[src/rtl/rcv_cu.sv]
// UART receive control unit: pairs LSB/MSB bytes into 16-bit FIR samples
// with valid/ready handoff, timeout and framing-error discard, drop counting.
module rcv_cu #(
    parameter int TIMEOUT_CYCLES = 50000,
    parameter int DROP_CNT_W     = 8
) (
    input  logic                  clk,
    input  logic                  rst,
    input  logic                  RxD_data_ready,
    input  logic [7:0]            RxD_data,
    input  logic                  RxD_frame_err,
    input  logic                  FIR_ready,
    output logic [15:0]           FIR_sample,
    output logic                  FIR_sample_valid,
    output logic                  timeout_pulse,
    output logic                  ferr_pulse,
    output logic                  overrun,
    output logic [DROP_CNT_W-1:0] drop_cnt
);

    localparam int TW = (TIMEOUT_CYCLES > 2) ? $clog2(TIMEOUT_CYCLES) : 1;
    localparam logic [TW-1:0] T_LAST = TW'(TIMEOUT_CYCLES - 1);

    typedef enum logic [1:0] {
        IDLE,
        WAIT_MSB,
        PRESENT
    } state_t;

    state_t                  state_q, state_nx;
    logic [7:0]              lsb_q, lsb_nx;
    logic [TW-1:0]           timer_q, timer_nx;
    logic [15:0]             sample_q, sample_nx;
    logic                    tpulse_q, tpulse_nx;
    logic                    fpulse_q, fpulse_nx;
    logic                    ovr_q, ovr_nx;
    logic [DROP_CNT_W-1:0]   drop_q, drop_nx;

    logic good, bad, hs;

    assign good = RxD_data_ready & ~RxD_frame_err;
    assign bad  = RxD_data_ready & RxD_frame_err;
    assign hs   = (state_q == PRESENT) & FIR_ready;

    always_ff @(posedge clk) begin
        if (rst) begin
            state_q  <= IDLE;
            lsb_q    <= '0;
            timer_q  <= '0;
            sample_q <= '0;
            tpulse_q <= 1'b0;
            fpulse_q <= 1'b0;
            ovr_q    <= 1'b0;
            drop_q   <= '0;
        end else begin
            state_q  <= state_nx;
            lsb_q    <= lsb_nx;
            timer_q  <= timer_nx;
            sample_q <= sample_nx;
            tpulse_q <= tpulse_nx;
            fpulse_q <= fpulse_nx;
            ovr_q    <= ovr_nx;
            drop_q   <= drop_nx;
        end
    end

    always_comb begin
        state_nx  = state_q;
        lsb_nx    = lsb_q;
        timer_nx  = timer_q;
        sample_nx = sample_q;
        tpulse_nx = 1'b0;
        fpulse_nx = 1'b0;
        ovr_nx    = ovr_q;
        drop_nx   = drop_q;
        unique case (state_q)
            IDLE: begin
                if (good) begin
                    lsb_nx   = RxD_data;
                    timer_nx = '0;
                    state_nx = WAIT_MSB;
                end else if (bad) begin
                    fpulse_nx = 1'b1;
                end
            end
            WAIT_MSB: begin
                // A byte in the expiry cycle takes priority over the timeout
                if (good) begin
                    sample_nx = {RxD_data, lsb_q};
                    state_nx  = PRESENT;
                end else if (bad) begin
                    lsb_nx    = '0;
                    fpulse_nx = 1'b1;
                    state_nx  = IDLE;
                end else if (timer_q == T_LAST) begin
                    lsb_nx    = '0;
                    timer_nx  = '0;
                    tpulse_nx = 1'b1;
                    state_nx  = IDLE;
                end else begin
                    timer_nx = timer_q + 1'b1;
                end
            end
            PRESENT: begin
                if (hs) begin
                    if (good) begin
                        lsb_nx   = RxD_data;
                        timer_nx = '0;
                        state_nx = WAIT_MSB;
                    end else begin
                        fpulse_nx = bad;
                        state_nx  = IDLE;
                    end
                end else if (RxD_data_ready) begin
                    ovr_nx = 1'b1;
                    if (drop_q != '1)
                        drop_nx = drop_q + 1'b1;
                end
            end
            default: state_nx = IDLE;
        endcase
    end

    assign FIR_sample       = sample_q;
    assign FIR_sample_valid = (state_q == PRESENT);
    assign timeout_pulse    = tpulse_q;
    assign ferr_pulse       = fpulse_q;
    assign overrun          = ovr_q;
    assign drop_cnt         = drop_q;

endmodule

[config.mk]
export PLATFORM = sky130hd
export DESIGN_NAME = rcv_cu
export DESIGN_NICKNAME = d
export VERILOG_FILES = /design/src/rtl/rcv_cu.sv
export SDC_FILE = /design/constraint.sdc
export NUM_CORES = 1
export LEC_CHECK = 0
export CORE_ASPECT_RATIO = 0.8
export CORE_MARGIN = 3
export CORE_UTILIZATION = 49
export DETAILED_ROUTE_END_ITERATION = 16
export HOLD_SLACK_MARGIN = 0.02
export PLACE_DENSITY = 0.74
export SYNTH_ARGS = -nofsm -noshare
export SYNTH_HDL_FRONTEND = slang
export SYNTH_SLANG_ARGS = --single-unit
[constraint.sdc]
create_clock -name clk -period 3.9 [get_ports clk]
set_input_delay 0.39 -clock clk [delete_from_list [all_inputs] [get_ports clk]]
set_output_delay 0.39 -clock clk [all_outputs]
set_load 0.01 [all_outputs]
==> flow_summary.toml <==
[sta]
worst_pin_slew_ns = 0.9983
rsz0062_at_grt = "no"
period_share_pct = 56.72
fin_skew_ns = 0.009696
hold_ws_ns = 0.4565
period_needed_ns = 2.212
slew_headroom_pct = 33.20
fin_tns_setup_ns = 0
finalMaxSlewViolations = 0
setup_viol = 0
worst_slack_ns = 1.688
hold_viol_final = 0
fmax_ghz = 0.4521

[logic_synthesis]
synthTopCellsByCount = "nand2_1, dfxtp_1, a21oi_1"
synth_top_area_share_pct = 45.91
ys_warn_count = 0
synth-main-ff-cell = "dfxtp_1"
synth_enable_flop_cells = 0
yosys-top-cells-area = "dfxtp_1, nand2_1, a21oi_1, nor2_1, o21ai_0"
synthCells = 283
yosysUniqueCellTypes = 44
synth_seq_cells = 53
syn-cell-area_mm2 = 0.002311
ys_seq_area_share_pct = 45.91
yosysMostFrequentCell = "nand2_1"
async_reset_ff_share_pct = 0
synth_nets = 298
syn_avg_cell_area_um2 = 8.166
yosys.area.top_type = "dfxtp_1"

[setup_path]
critPathKind = "primary input to register"
end_kind = "register"
critPathMaxStageDelay_ns = 0.75
crit_path_start_kind = "primary input"
arrival_ns = 2.37
crit_chain = "clkdlybuf4s50_1 -> and4bb_2 -> nor3_2 -> nor3_1 -> o21ai_0 -> a21oi_1"
critPathMaxFanout = 17
worstPathRequired_ns = 4.06
crit_path_top_delay_cell = "nor3_2"

[pwr]
p_per_area_mw_per_mm2 = 344.3
p_total_uw = 976.2
ir_drop_uv = 211.8
p_leak_uw = 0.0009306

[floorplan]
die_y_um = 67.43
num_io_pins = 41
num_rows = 21
fp.coreArea_mm2 = 0.004362
initial_utilization_pct = 52.98
die_w_um = 82.78
die_area_mm2 = 0.005581

[grt]
use_met3_pct = 4.133
grt.busiest_layer = "met1"
grt_usage_pct = 21.30
grt_antenna_before_repair = 0
grt_max_degree = 29
grt_pass1_wl_um = 9080
grt_util_met1_pct = 33.14
grt-ovfl-total = 0
met2_usage_pct = 29.40
first_global_vias = 1879

[placement]
dp_cells = 367
io_buffers = 40
pre_cts_slack_ns = 1.387
routabilityCongestion = 0.8610
dp_hpwl_um = 3760

[final_layout]
drive_gt1_share_pct = 4.403
n_fill_cell = 415
finalNonFillerCells = 375
antenna_cells = 0
final_nets = 332
syn_to_final_growth_pct = 22.69

[detailed_routing]
ant_nets = 0
dr.pass1.iters = 4
wl_per_cell_um = 14.20
num_vias = 2030
routed_wirelength_um = 5324
drtIter0Drc = 180
drc = 0
routed_via_density = 5.413

[run]
cap_violations = 0

[cts]
cts_hold_buf = 0
clk_path_buf_depth = 2
cts_sinks = 53
root_buffer = "clkbuf_8"
htreeDepth = 2
cts_resized = 0
clkTransAtPathRegs_ns = 0.09
post-cts-setup-buffer-count = 0
cts_tree = "built"
numCtsBuffers = 5
clk_latency_ns = 0.31

[status]
status = "completed"

[worst_hold_path]
hp-class = "register to register"
## worst paths after layout
kind,startpoint,to,slack (ns),cells past startpoint
min,FIR_sample[15],FIR_sample[15],0.46,2
min reg2reg,FIR_sample[15],FIR_sample[15],0.46,2
max reg2reg,timer_q[0],timer_q[11],1.73,6
max,RxD_data_ready,timer_q[7],1.69,6
## cell usage in the layout (no fill, tap or decap), types with 4 or more instances in the layout
cell type,count
and4_1,4
o21ai_0,14
nor3_1,7
clkdlybuf4s50_1,40
nand3_1,9
xnor2_1,7
dfxtp_1,53
clkbuf_8,7
xor2_1,6
a21oi_1,33
nand2b_1,5
nor2_1,24
nor4_1,4
nand2_1,58
## registers in the layout (all words and copies together) (netlist names)
name and count:
drop_cnt 8, ferr_pulse 1, FIR_sample 16, lsb_q 8, overrun 1, timer_q 16
state_q 2, timeout_pulse 1
## layout make-up
type | instances | area (µm²) | share of cell area (%)
multi-input combinational | 213 | 1182 | 41.70
sequential | 53 | 1061 | 37.42
timing repair buffer | 41 | 407.9 | 14.39
clock buffer | 7 | 96.34 | 3.398
tap | 57 | 71.32 | 2.515
inverter | 3 | 11.26 | 0.3972
clock inverter | 1 | 5.005 | 0.1765
## where the power goes
group          leakage (µW)  switching, µW  internal, µW
logic              0.000448           51.1          33.7
registers          0.000428           6.38           550
clock network     0.0000542            174           161
## worst max-delay path, delay by kind of cell
kind,cells,cell delay [ns]
buffers and inverters,1,0.53
and+or+nand+nor,3,1.17
AOI/OAI and AO/OA,2,0.28
## per-stage QoR
step	util, %	cell area (µm²)
floorplan	-	2311
global placement	62.68	2734
detailed placement	62.68	2734
CTS	65.00	2835
global route	65.00	2835
finish	65.00	2835
## cells by family (layout without fill, tap and decap cells)
logic type	count (synthesis)	in the layout	share of synthesized area [%]
muxes	1	1	0.4332
DFF	53	53	45.91
xor gates and xnor gates	13	13	4.927
buffers and inverters	17	52	2.923
adders and majority gates	2	2	1.083
AOI/OAI and AO/OA	61	61	14.78
and+or+nand+nor	136	136	29.94
## metal layers
| metal | routed length [µm] | up-vias |
|---|---|---|
| li1 | - | 1057 |
| met1 | 2750 | 906 |
| met2 | 2209 | 62 |
| met3 | 316 | 5 |
| met4 | 48 | 0 |
| met5 | 0 | - |
Power figures use the tool's default switching activity.
==> RTL edit, RTL diff (config.mk and constraints unchanged) <==
Remove the register `fpulse_q`: a continuous assignment takes its place, so the output `ferr_pulse` follows one clock earlier.
--- a/src/rtl/rcv_cu.sv
+++ b/src/rtl/rcv_cu.sv
@@ -50,5 +50,4 @@
             sample_q <= '0;
             tpulse_q <= 1'b0;
-            fpulse_q <= 1'b0;
             ovr_q    <= 1'b0;
             drop_q   <= '0;
@@ -59,9 +58,10 @@
             sample_q <= sample_nx;
             tpulse_q <= tpulse_nx;
-            fpulse_q <= fpulse_nx;
             ovr_q    <= ovr_nx;
             drop_q   <= drop_nx;
         end
     end
+
+    assign fpulse_q = fpulse_nx;
 
     always_comb begin
Function: changed (Yosys sat finds a counterexample within 4 cycles, from zero or initial values and one cycle with rst high).
==> RTL edit against the original RTL <==
Synthesized area is 2.5% higher. Sequential cell count is 1 lower. Non-clock buffer count stayed put. Worst setup slack worse by 73 ps. Combinational power is 23% lower. Wire length is 2.9% higher. Sequential power is 3% lower. Register-to-register slack better by 50 ps. Critical path depth is 1 lower. Core utilization is 0.87 points higher. Cell area is 2.6% higher. Synthesized cell count is 1.8% lower. Total power is 0.64% higher. Critical endpoint is now timer_q[9]. Highest routed layer unchanged.
==> RTL edit: results (changes against the original RTL) <==
----------------------------------------------------
[Pwr]
  IR drop worst, VDD ... 0.000237 V (+12%)
  LEAKAGE ... 0.000934 uW (+0.40%)
  Seq. pwr ... 542 uW (-3%)
  Combinational Power ... 65.3 uW (-23%)

[Hold path]
  Endpoint of the worst hold-timing path ... FIR_sample[0]
  Hold path startpoint ... lsb_q[0]

[GRT]
  Wire length of the first global-routing pass ... 9.20 mm (+1.4%)
  Via count of the first global-routing pass ... 1922 (+2.3%)
  Global Route met1 Usage ... 28.0% (-5.2 points)
  Global-route met3 utilization ... 5.05% (+0.92 points)
  Largest net degree at the start of global routing ... 25 (-14%)

[Critical path]
  R2R setup slack ... 1780 ps (+50 ps)
  Slowest cell on crit path ... sky130_fd_sc_hd__clkdlybuf4s50_1
  Peak fanout along the critical path ... 18 (+1)

[Detailed routing]
  Number of vias after detailed routing ... 2134 (+5.1%)
  Wire length per cell ... 14.8 microns (+4.3%)
  Drt initial violations ... 141 (-22%)
  Wire length on met1 ... 2.74 mm (-0.25%)

[Status]
  Run status ... complete, no violations

[Placed design]
  Gpl congestion ... 0.858 (-0.36%)

[Yosys]
  Mean Syn Cell Area ... 8.52 sq um (+4.4%)
  Cells taking the most area after synthesis ... sky130_fd_sc_hd__dfxtp_1 (44%), sky130_fd_sc_hd__nand2_1 (7.9%), sky130_fd_sc_hd__a21oi_1 (6.5%), sky130_fd_sc_hd__a22o_1 (3.0%), sky130_fd_sc_hd__or4_1 (2.9%)
  Number of unique standard cell types used by synthesis ... 47 (+6.8%)
  Top post-synthesis cells by count ... sky130_fd_sc_hd__dfxtp_1 (52), sky130_fd_sc_hd__nand2_1 (50), sky130_fd_sc_hd__a21oi_1 (31)
  Mapped Nets ... 293 (-1.7%)

[Cells and area]
  Filler instances ... 398 (-4.1%)
  Clock-cell share of area ... 3.96% (+0.38 points)
  Non-clock buffer contribution to total cell area ... 14.0% (-0.36 points)

[Timing]
  Clock skew after layout ... 8.55 ps (-1.14 ps)

----------------------------------------------------
==> RTL edit: cell types whose count changed in the layout (fill, tap and decap cells not counted), moves of 7 or more <==
cell                      unedited run  this run
sky130_fd_sc_hd__a22o_1              0         8
sky130_fd_sc_hd__nand2_1            58        50
sky130_fd_sc_hd__nand4_1             2         9
sky130_fd_sc_hd__nor2_1             24        14
sky130_fd_sc_hd__o21ai_0            14         7
sky130_fd_sc_hd__or3_1               1         8
sky130_fd_sc_hd__or4_1               1         9
sky130_fd_sc_hd__xnor2_1             7         0
==> RTL edit: how the worst max path moves through the flow <==
stage,from,end,cells after the start
floorplan,timer_q[5],timer_q[15],5
detailed placement,RxD_data_ready,timer_q[9],5
global placement,RxD_data_ready,timer_q[9],5
finish,RxD_data_ready,timer_q[9],5
global route,rst,lsb_q[5],4
CTS,RxD_data_ready,ferr_pulse,4
==> RTL edit: stage by stage <==
stage	hold slack (ps)	util (%)	setup WS (ps)	total power (uW)	area, sq um
after floorplan	432	-	2190	590	2370
after global placement	442	63.3	1360	619	2790
after detailed placement	446	63.3	1320	620	2790
after CTS	462	65.9	1630	992	2910
after global routing	477	65.9	1560	1020	2910
final	461	65.9	1610	982	2910
==> RTL edit: cell families (layout without fill, tap and decap cells) <==
logic type / after synthesis / in the layout / synth area share, %
compound gates: 69 / 69 / 19.2
mux: 2 / 2 / 0.898
buf+inv: 19 / 54 / 3.17
xor+xnor: 3 / 3 / 1.11
simple gates: 131 / 131 / 30.6
flops: 52 / 52 / 43.9
fa+ha+maj: 2 / 2 / 1.06
==> RTL edit: worst max-delay path: cells and delay by family <==
kind                   cells  cell delay (ps)
and+or+nand+nor            2              960
buffers and inverters      1              660
AOI/OAI and AO/OA          2              480
